## src/rtl/stall_ctrl.sv

```systemverilog
// Hazard/stall controller: Tuse/Tnew interlock against the E and M writers plus the MDU busy counter.
// Optional STALL_STAT_EN adds free-running stall statistics counters.
module stall_ctrl #(
  parameter int MULT_CYCLES = 5,
  parameter int DIV_CYCLES  = 10
) (
  input  logic        clk,
  input  logic        reset,
  input  logic [4:0]  D_rs_addr,
  input  logic [4:0]  D_rt_addr,
  input  logic [1:0]  D_tuse_rs,
  input  logic [1:0]  D_tuse_rt,
  input  logic        D_is_md,
  input  logic [4:0]  E_wa,
  input  logic [1:0]  E_tnew,
  input  logic [4:0]  M_wa,
  input  logic [1:0]  M_tnew,
  input  logic        E_md_start,
  input  logic        E_md_div,
`ifdef STALL_STAT_EN
  output logic [31:0] stall_cnt,
  output logic [31:0] md_stall_cnt,
`endif
  output logic        F_en,
  output logic        D_en,
  output logic        E_flush,
  output logic        md_busy
);

  localparam logic [3:0] MULT_LD = 4'(MULT_CYCLES);
  localparam logic [3:0] DIV_LD  = 4'(DIV_CYCLES);

  logic [3:0] cnt;
  logic       stall_rs;
  logic       stall_rt;
  logic       stall_md;
  logic       stall;

  // A producer stalls D only while its result arrives later than D needs it.
  always_comb begin
    stall_rs = (D_rs_addr != 5'd0) &&
               (((E_wa == D_rs_addr) && (E_tnew > D_tuse_rs)) ||
                ((M_wa == D_rs_addr) && (M_tnew > D_tuse_rs)));
    stall_rt = (D_rt_addr != 5'd0) &&
               (((E_wa == D_rt_addr) && (E_tnew > D_tuse_rt)) ||
                ((M_wa == D_rt_addr) && (M_tnew > D_tuse_rt)));
    md_busy  = (cnt != 4'd0);
    stall_md = D_is_md && (md_busy || E_md_start);
    stall    = stall_rs || stall_rt || stall_md;
    F_en     = ~stall;
    D_en     = ~stall;
    E_flush  = stall;
  end

  // A start in E always reloads, even if a previous operation is still counting.
  always_ff @(posedge clk or posedge reset) begin
    if (reset) begin
      cnt <= 4'd0;
    end else if (E_md_start) begin
      cnt <= E_md_div ? DIV_LD : MULT_LD;
    end else if (cnt != 4'd0) begin
      cnt <= cnt - 4'd1;
    end
  end

`ifdef STALL_STAT_EN
  always_ff @(posedge clk or posedge reset) begin
    if (reset) begin
      stall_cnt    <= 32'd0;
      md_stall_cnt <= 32'd0;
    end else begin
      if (stall)    stall_cnt    <= stall_cnt + 32'd1;
      if (stall_md) md_stall_cnt <= md_stall_cnt + 32'd1;
    end
  end
`endif

endmodule

```

## config.mk

```make
export PLATFORM = sky130hd
export DESIGN_NAME = stall_ctrl
export DESIGN_NICKNAME = d
export VERILOG_FILES = /design/src/rtl/stall_ctrl.sv
export SDC_FILE = /design/constraint.sdc
export NUM_CORES = 1
export LEC_CHECK = 0
export ABC_AREA = 0
export ABC_CLOCK_PERIOD_IN_PS = 4200
export CAP_MARGIN = 40
export CORE_ASPECT_RATIO = 1.2
export CORE_MARGIN = 2
export CORE_UTILIZATION = 40
export DETAILED_ROUTE_END_ITERATION = 8
export PLACE_DENSITY = 0.82
export SYNTH_ARGS = -nofsm -noshare
export SYNTH_HDL_FRONTEND = slang
export SYNTH_SLANG_ARGS = --single-unit
```

## constraint.sdc

```tcl
create_clock -name clk -period 4.2 [get_ports clk]
set_input_delay 0.84 -clock clk [delete_from_list [all_inputs] [get_ports clk]]
set_output_delay 0.84 -clock clk [all_outputs]
set_load 0.005 [all_outputs]
```

==> out/metrics.yaml <==
status: "complete, no violations"
postCtsHoldBufs: 0
cp-startpoint: "D_tuse_rt[1]"
yosysSeqAreaShare: 0.1479
ys_top_cells_by_area: "xnor2_1 19%, ha_1 18%, dfrtp_1 15%"
power.share.combinational: 0.541
htreeDepth: 1
reg_top3: "cnt (4)"
vdd_drop_max_uv: 188.6
yosysTopAreaCell: "xnor2_1"
postCtsSetupBuffers: 0
synthFlopType: "dfrtp_1"
ant_nets: 0
switching_share: 0.3138
area_growth_syn_to_layout_pct: 58.78
postSynth.asyncResetShare: 1.000
min_path_cells: 2
slew_violations: 0
fmax_ghz: 0.2604
grt_antenna_before_repair: 0
placementRows: 16
critPathLaunchType: "input pin"
top_register: "cnt"
p_leak_nw: 0.4456
vias: 722
synth-edff-count: 0
drt_pass1_iterations: 4
ctsResizeCount: 0
initial_core_util: 0.4227
syn_nets: 126
worst-path-max-fanout: 2
grt_pass1_wl_mm: 3.387
cp-end-kind: "output pin"
placedCellCount: 136
port_buffers: 36
ios: 37
synth.top_cells.by_count: "15 x xnor2_1, 11 x inv_1, 10 x ha_1"
syn_inst: 83
powerDensity_nw_per_um2: 193.9
largest_reg_flops: 4
max_slew_margin: 0.8289
p_switching_mw: 0.06537
clock-sinks: 4
reg2reg_from: "cnt[0]"
nNetsFinal: 166
path_class: "input pin to output pin"
drive_gt1_frac: 0.03306
grt_setup_unrepaired: "false"
root_buffer: "clkbuf_4"
gr-usage-met2: 0.4375
period_minus_slack_ps: 3840
hold_class: "flip-flop to flip-flop"
hold_viol: 0
setup_violations: 0
cts_buffer_depth: 2
tns_ps: 0
die_x_um: 41.55
synth.avg_cell_area_um2: 8.155
synth_top_area_frac: 0.1941
drc: 0
worst-r2r-setup-slack_ps: 2830
min-delay-start: "cnt[3]"
grt_max_degree: 7
fin_cells: 139
pwr-share-clk: 0.218
grt_pass1_vias: 844
routed_wl_mm: 1.856
ff2ff_path_depth: 7
use_met3: 0.05926
synth_cell_type_count: 25
internal_power_mw: 0.1430
dp_hpwl_mm: 1.653
min_to: "cnt[3]"
max-cap-violations: 0
yosysMostFrequentCell: "xnor2_1"
worst_pin_slew_ps: 254.0
ys_ff_latch: 4
cp.required_ps: 3360
grt_use_met1: 0.1723
final_min_period_over_clock_period: 0.9142
clkLatencyLatePin_ps: 230
die_area_um2: 2038
final_util: 0.6711
viasPerCell: 5.194
initialDrtViolationCount: 4
timing.rr.end: "cnt[1]"
cts_made_buffers: 3
finClkSkew_ps: 2.911
total_power_mw: 0.2084
grt.busiest_layer: "met2"
core_region_area_um2: 1602
seqPwrFrac: 0.241
yosys_warnings: 0
antenna_cells: 0
avgRoutedWirePerCell_um: 13.35
grt_usage: 0.2128
dieHeight_um: 49.06
clk_pin_slew_ps: 30
place.gp.congestion: 0.8882
cts_tree: "built"
crit_arrival_ps: 3000
synth_area_um2: 676.9
overflow: 0
## through the flow
stage	instance area [µm²]	worst slack (ps)	hold WS, ps
after floorplan	676.9	1323	560.7
after CTS	1075	359.9	602.2
after global placement	1052	422.9	600.4
after detailed placement	1052	367.8	593.0
final	1075	360.4	603.1
after global routing	1075	232.1	664.0
## layout make-up
type                            instances  area, µm²
Clock buffer                            3      22.52
Sequential cell                         4      100.1
Multi-Input combinational cell         67      528.0
Tap cell                               18      22.52
Inverter                               11      41.29
Fill cell                             146      526.8
Timing Repair Buffer                   36      360.3
## critical path, stage by stage
cell and delay (ps):
clkdlybuf4s50_1 460, inv_1 60, ha_1 310, nand2_1 110, nand4_1 130, nor4_1 300
o22ai_1 140, and3_1 210, clkdlybuf4s50_1 440
## kinds of logic (layout without fill, tap and decap cells)
family,count (synthesis),after routing,synth area share
XOR/XNOR,22,22,0.2847
AND/OR/NAND/NOR,21,21,0.1738
AO/OA/AOI/OAI,14,14,0.1368
buffers and inverters,12,50,0.07209
adder cells (fa/ha/maj),10,10,0.1848
flip-flops,4,4,0.1479
## cells in the final DEF, fill, tap and decap left out, drive strengths merged
| cell | synthesis | final |
|---|---|---|
| clkdlybuf4s50 | 0 | 36 |
| xnor2 | 15 | 15 |
| inv | 11 | 11 |
| ha | 10 | 10 |
| xor2 | 7 | 7 |
| a21oi | 4 | 4 |
| dfrtp | 4 | 4 |
| o21ai | 3 | 3 |
| nand2 | 3 | 3 |
| nand4 | 3 | 3 |
| nor4 | 3 | 3 |
| clkbuf | 0 | 3 |
| nor2 | 2 | 2 |
| o21a | 2 | 2 |
| nand3 | 2 | 2 |
| or4 | 2 | 2 |
| o22ai | 2 | 2 |
| and2 | 1 | 1 |
| nand2b | 1 | 1 |
| o31ai | 1 | 1 |
| or3 | 1 | 1 |
| nor3 | 1 | 1 |
| a21o | 1 | 1 |
| nor2b | 1 | 1 |
| a2111oi | 1 | 1 |
| and3 | 1 | 1 |
## worst max path at each step
| stage | cells after the start | end |
|---|---|---|
| 2_1_floorplan | 8 | F_en |
| 3_3_place_gp | 9 | D_en |
| 3_5_place_dp | 9 | F_en |
| 4_1_cts | 9 | F_en |
| 5_1_grt | 9 | F_en |
| 6_report | 9 | F_en |
## routing by layer
metal,up-vias,share of wire
li1,365,-
met1,325,0.34
met2,25,0.58
met3,7,0.048
met4,0,0.032
met5,-,0
## power groups by stage
stage / combinational (mW) / clock [mW] / sequential [mW]
after global placement: 0.111 / 0 / 0.0507
after detailed placement: 0.113 / 0 / 0.0507
final: 0.113 / 0.0454 / 0.0501
after floorplan: 0.0575 / 0 / 0.0494
after CTS: 0.114 / 0.0473 / 0.0503
after global routing: 0.125 / 0.0522 / 0.0517
(Power assumes the default switching activity.)
==> patch 1 (config.mk and constraints unchanged) <==
The option `STALL_STAT_EN` is turned on by a define.
--- a/src/rtl/stall_ctrl.sv
+++ b/src/rtl/stall_ctrl.sv
@@ -1,5 +1,7 @@
 // Hazard/stall controller: Tuse/Tnew interlock against the E and M writers plus the MDU busy counter.
 // Optional STALL_STAT_EN adds free-running stall statistics counters.
+`define STALL_STAT_EN
+
 module stall_ctrl #(
   parameter int MULT_CYCLES = 5,
   parameter int DIV_CYCLES  = 10
Check against the original RTL (old outputs only; new: md_stall_cnt and stall_cnt): equivalent (Yosys induction, for registers that start in step).
==> patch 1 against the unedited design <==
Final area grew to 5.0 times the old value. Utilization down 11 points. Largest cell class unchanged. Area after synthesis increased to 5.8 times the old value. Routed wire length rose to 5.1 times the old value. Sequential cell count is 64 higher. Setup slack got worse by 98 ps. Power rose to 10 times the old value. Cell count rose to 4.3 times the old value. Hold slack lost 130 ps.
==> patch 1: results <==
metrics = {
    "yosys": {
        "synthDistinctLibCells": 43,
        "seq_area_frac_synth_pct": 43.01,
        "ys_top_cells_by_area": "dfrtp_1 43%, xor2_1 10%, xnor2_1 8.4%",
        "yosysWarnings": 0,
        "synth_compound_area_share_pct": 11.20,
        "synth_common_cells": "68 x dfrtp_1, 46 x xor2_1, 38 x xnor2_1",
        "synthMuxAreaShare_pct": 0.5376,
        "synthesis.nets": 416,
        "dominantRegCellSynth": "dfrtp_1",
        "syn_avg_cell_area_um2": 10.66,
        "synth-xor-area-share_pct": 18.60,
        "synth_fa_ha_area_share_pct": 3.795,
    },
    "routing": {
        "num_vias": 3242,
        "first_iter_violations": 122,
        "drt-wirelength-per-cell_um": 15.67,
        "firstDrtPassIters": 4,
    },
    "layout": {
        "reg.largest.list": "md_stall_cnt (32), stall_cnt (32), cnt (4)",
        "insertedDiodeCount": 0,
        "fin_nets": 519,
        "nFillCells": 863,
        "drive_above_1_share_pct": 11.32,
        "fin_cells": 600,
    },
    "place": {
        "portBuffers": 100,
        "place_inst": 586,
        "gp_congestion": 0.8585,
        "dpl_worst_slack_ps": 294.1,
        "dpl.hpwl_um": 7150,
    },
    "global_routing": {
        "grt_pass1_wl_um": 15410,
        "grt_usage_pct": 18.18,
        "grt_start_max_net_pins": 37,
        "antenna_found_initial": 0,
        "grt_pass1_vias": 3277,
    },
    "timing": {
        "finClkSkew_ps": 8.471,
        "tightest_slew_ps": 678.2,
    },
    "clock_network": {
        "cts_root_buffer": "clkbuf_16",
        "htree_levels": 3,
        "cts_made_buffers": 9,
        "post_cts_buffers": 0,
        "worstSkewPairLatency_ps": 320,
        "clkSlewWorstSetupHoldPaths_ps": 50,
    },
    "power": {
        "p_int_mw": 1.525,
        "peakVddDrop_mv": 0.2004,
        "p_leak_nw": 2.151,
    },
    "critical_path": {
        "cp_slowest_cell": "clkdlybuf4s50_1",
        "slowest_delay_ps": 540,
        "cp_max_fo": 4,
    },
    "run_status": {
        "status": "complete, no violations",
    },
    "worst_hold_path": {
        "hold_start": "md_stall_cnt[31]",
    },
}
-- patch 1: cell count changes after synthesis, sizes merged, moves of 10 or more --
cell and delta:
nand2 +35, a311oi +20, xor2 +39, nor2 +12, xnor2 +23, dfrtp +64
nand3 +23, nand4 +12, buf +10
-- patch 1: critical path, delay by kind of cell --
kind	cells	cell delay [ps]
buffers and inverters	3	1060
AO/OA/AOI/OAI	1	110
adder cells (fa/ha/maj)	1	320
AND/OR/NAND/NOR	4	780
-- patch 1: layer usage --
layer	part of all wire [%]	global-route usage, %	wire [µm]
met1	40	21.64	3726
met2	51	30.35	4786
met3	5.9	3.862	554
met4	3.5	9.855	333
met5	0	0	0
-- patch 1: layout make-up --
cell class,count,area share [%]
tap,123,2.888
multi-input combinational,270,39.07
clock inverter,1,0.1409
inverter,20,1.409
clock buffer,13,5.072
timing repair buffer,105,19.49
sequential,68,31.93
-- patch 1: logic make-up after synthesis --
kind of cell | count (synthesis)
xor+xnor | 84
simple gates | 130
mux | 2
buf+inv | 33
fa+ha+maj | 12
flops | 68
compound gates | 42
-- patch 1: power by group through the flow --
stage / clock network [mW] / registers, mW / logic [mW]
after floorplan: 0 / 0.904 / 0.252
after global placement: 0 / 0.916 / 0.546
after detailed placement: 0 / 0.923 / 0.561
after CTS: 0.710 / 0.914 / 0.563
after global routing: 0.744 / 0.936 / 0.608
final: 0.696 / 0.914 / 0.557
-- patch 1: stage by stage --
step           area, µm²  hold slack (ps)  util, %
2_1_floorplan       3956            464.7        -
3_3_place_gp        5051            462.3    52.81
3_5_place_dp        5051            471.4    52.81
4_1_cts             5329            478.0    55.72
5_1_grt             5329            502.8    55.72
6_report            5329            476.6    55.72
-- patch 1: final timing paths --
check,slack (ps),depth (start not counted),to
worst min-delay path,480,1,md_stall_cnt[31]
worst max-delay path,260,9,E_flush
min in group asynchronous,950,2,md_stall_cnt[25]
max in group asynchronous,2310,3,md_stall_cnt[21]
worst max register to register,2010,7,stall_cnt[18]
worst min register to register,480,1,md_stall_cnt[31]
==> patch 2 (config.mk and constraints unchanged) <==
Without the edit above. Put a register stage on the output `md_busy`. The value now appears one clock later. The other outputs are not delayed to match.
--- a/src/rtl/stall_ctrl.sv
+++ b/src/rtl/stall_ctrl.sv
@@ -30,6 +30,8 @@
   localparam logic [3:0] MULT_LD = 4'(MULT_CYCLES);
   localparam logic [3:0] DIV_LD  = 4'(DIV_CYCLES);
 
+  logic md_busy_d;
+
   logic [3:0] cnt;
   logic       stall_rs;
   logic       stall_rt;
@@ -44,8 +46,8 @@
     stall_rt = (D_rt_addr != 5'd0) &&
                (((E_wa == D_rt_addr) && (E_tnew > D_tuse_rt)) ||
                 ((M_wa == D_rt_addr) && (M_tnew > D_tuse_rt)));
-    md_busy  = (cnt != 4'd0);
-    stall_md = D_is_md && (md_busy || E_md_start);
+    md_busy_d = (cnt != 4'd0);
+    stall_md = D_is_md && (md_busy_d || E_md_start);
     stall    = stall_rs || stall_rt || stall_md;
     F_en     = ~stall;
     D_en     = ~stall;
@@ -75,5 +77,9 @@
   end
 `endif
 
+  always_ff @(posedge clk) begin
+    md_busy <= md_busy_d;
+  end
+
 endmodule
 
Behaviour: not the same (a bounded check fails within 4 cycles, from zero or initial values and one cycle with reset high).
==> patch 2 against the unedited design <==
Sequential power rose by 21%. Area after synthesis is 3.0% higher. Count of clock-buffer cells in the layout grew 1. Via count down 3.7%. Power rose by 9.4%. Routed wire length down 7.5%. Clock power up 26%. Sequential share of layout area rose by 1.6 points. Setup slack better by 20 ps. Sequential cell count grew 1. Non-clock buffer count is the same. Final area increased by 2.2%. First-iteration DRC count increased to 3.8 times the old value.
==> patch 2: results <==
metrics = {
    "yosys": {
        "synthDistinctLibCells": 26,
        "synth_fa_ha_area_share_pct": 17.95,
        "synth_common_cells": "15 x xnor2_1, 11 x inv_1, 10 x ha_1",
        "synth_compound_area_share_pct": 13.29,
        "yosysWarnings": 0,
        "dominantRegCellSynth": "dfrtp_1",
        "seq_area_frac_synth_pct": 17.24,
        "synthesis.nets": 127,
        "syn_avg_cell_area_um2": 8.297,
        "synth-xor-area-share_pct": 27.65,
        "async_flop_share_pct": 80.00,
        "ys_top_cells_by_area": "xnor2_1 19%, ha_1 18%, dfrtp_1 14%",
    },
    "place": {
        "gp_congestion": 0.8081,
        "place_inst": 137,
        "dpl.hpwl_um": 1524,
        "dpl_worst_slack_ps": 380.5,
        "place_area_um2": 1072,
    },
    "layout": {
        "regArea_um2": 120.1,
        "insertedDiodeCount": 0,
        "reg.largest.list": "cnt (4), md_busy (1)",
        "nFillCells": 133,
        "fin_nets": 167,
        "drive_above_1_share_pct": 3.252,
    },
    "global_routing": {
        "grt_pass1_wl_um": 3132,
        "grt_usage_pct": 19.23,
        "grt_pass1_vias": 725,
    },
    "timing": {
        "finClkSkew_ps": 3.057,
        "max_freq_mhz": 261.8,
        "slew_viol_final": 0,
        "hold_slack_ps": 597.6,
        "tightest_slew_ps": 307.6,
    },
    "floorplanning": {
        "initial_utilization_pct": 42.45,
    },
    "run_status": {
        "status": "complete, no violations",
    },
    "power": {
        "peakVddDrop_mv": 0.2277,
        "p_leak_nw": 0.4550,
        "switching_share_pct": 31.02,
    },
    "clock_network": {
        "cts_made_buffers": 3,
        "cts_resized": 0,
        "worstSkewPairLatency_ps": 250,
        "clkSlewWorstSetupHoldPaths_ps": 40,
        "htree_levels": 1,
        "post_cts_buffers": 0,
    },
    "critical_path": {
        "r2r-start": "cnt[0]",
        "rrSetupSlack_ps": 2870,
        "worstPathArrival_ps": 2980,
        "cp_max_fo": 2,
        "cp_slowest_cell": "clkdlybuf4s50_1",
        "r2r_cells": 7,
        "r2r-end": "cnt[1]",
        "slowest_delay_ps": 510,
    },
    "routing": {
        "firstDrtPassIters": 4,
        "wirelength_um": 1717,
        "drt-wirelength-per-cell_um": 12.18,
        "first_iter_violations": 15,
        "routed_via_density": 4.929,
    },
    "worst_hold_path": {
        "hold_start": "cnt[2]",
        "min_delay_worst_endpoint": "cnt[2]",
    },
}
-- patch 2: cell types whose count changed in the layout (fill, tap and decap cells not counted) --
cell	unedited run	this run
clkbuf_1	0	1
dfxtp_1	0	1
-- patch 2: worst register-to-register path: cells and delay by family, from the launching register on --
kind / cells / cell delay, ps
and+or+nand+nor: 2 / 270
buffers and inverters: 2 / 210
DFF: 1 / 370
AOI/OAI and AO/OA: 2 / 210
adders and majority gates: 1 / 180
-- patch 2: worst max path at each step --
| stage | startpoint | endpoint | depth (start not counted) |
|---|---|---|---|
| floorplan | D_tuse_rt[1] | F_en | 8 |
| detailed placement | D_tuse_rs[1] | F_en | 9 |
| global route | D_tuse_rs[1] | F_en | 9 |
| CTS | D_tuse_rs[1] | F_en | 9 |
| global placement | D_tuse_rs[1] | F_en | 9 |
| finish | D_tuse_rs[1] | F_en | 9 |
-- patch 2: area by class of cell --
cell class                      count  share of cell area, %
Sequential cell                     5                  10.93
Clock buffer                        4                  2.392
Tap cell                           18                  2.050
Inverter                           11                  3.759
Timing Repair Buffer               36                  32.80
Multi-Input combinational cell     67                  48.06
-- patch 2: metal layers --
layer | up-vias | part of all wire, % | GRT usage [%]
li1 | 372 | - | -
met5 | - | 0 | 0
met4 | 0 | 0.99 | 5.208
met2 | 16 | 50 | 32.55
met1 | 305 | 45 | 24.61
met3 | 2 | 4.0 | 4.029
-- patch 2: power groups by stage --
stage | logic, mW | clock network [mW] | registers, mW
finish | 0.110 | 0.0572 | 0.0605
global route | 0.124 | 0.0665 | 0.0616
CTS | 0.111 | 0.0583 | 0.0606
detailed placement | 0.111 | 0 | 0.0613
global placement | 0.108 | 0 | 0.0611
floorplan | 0.0573 | 0 | 0.0602
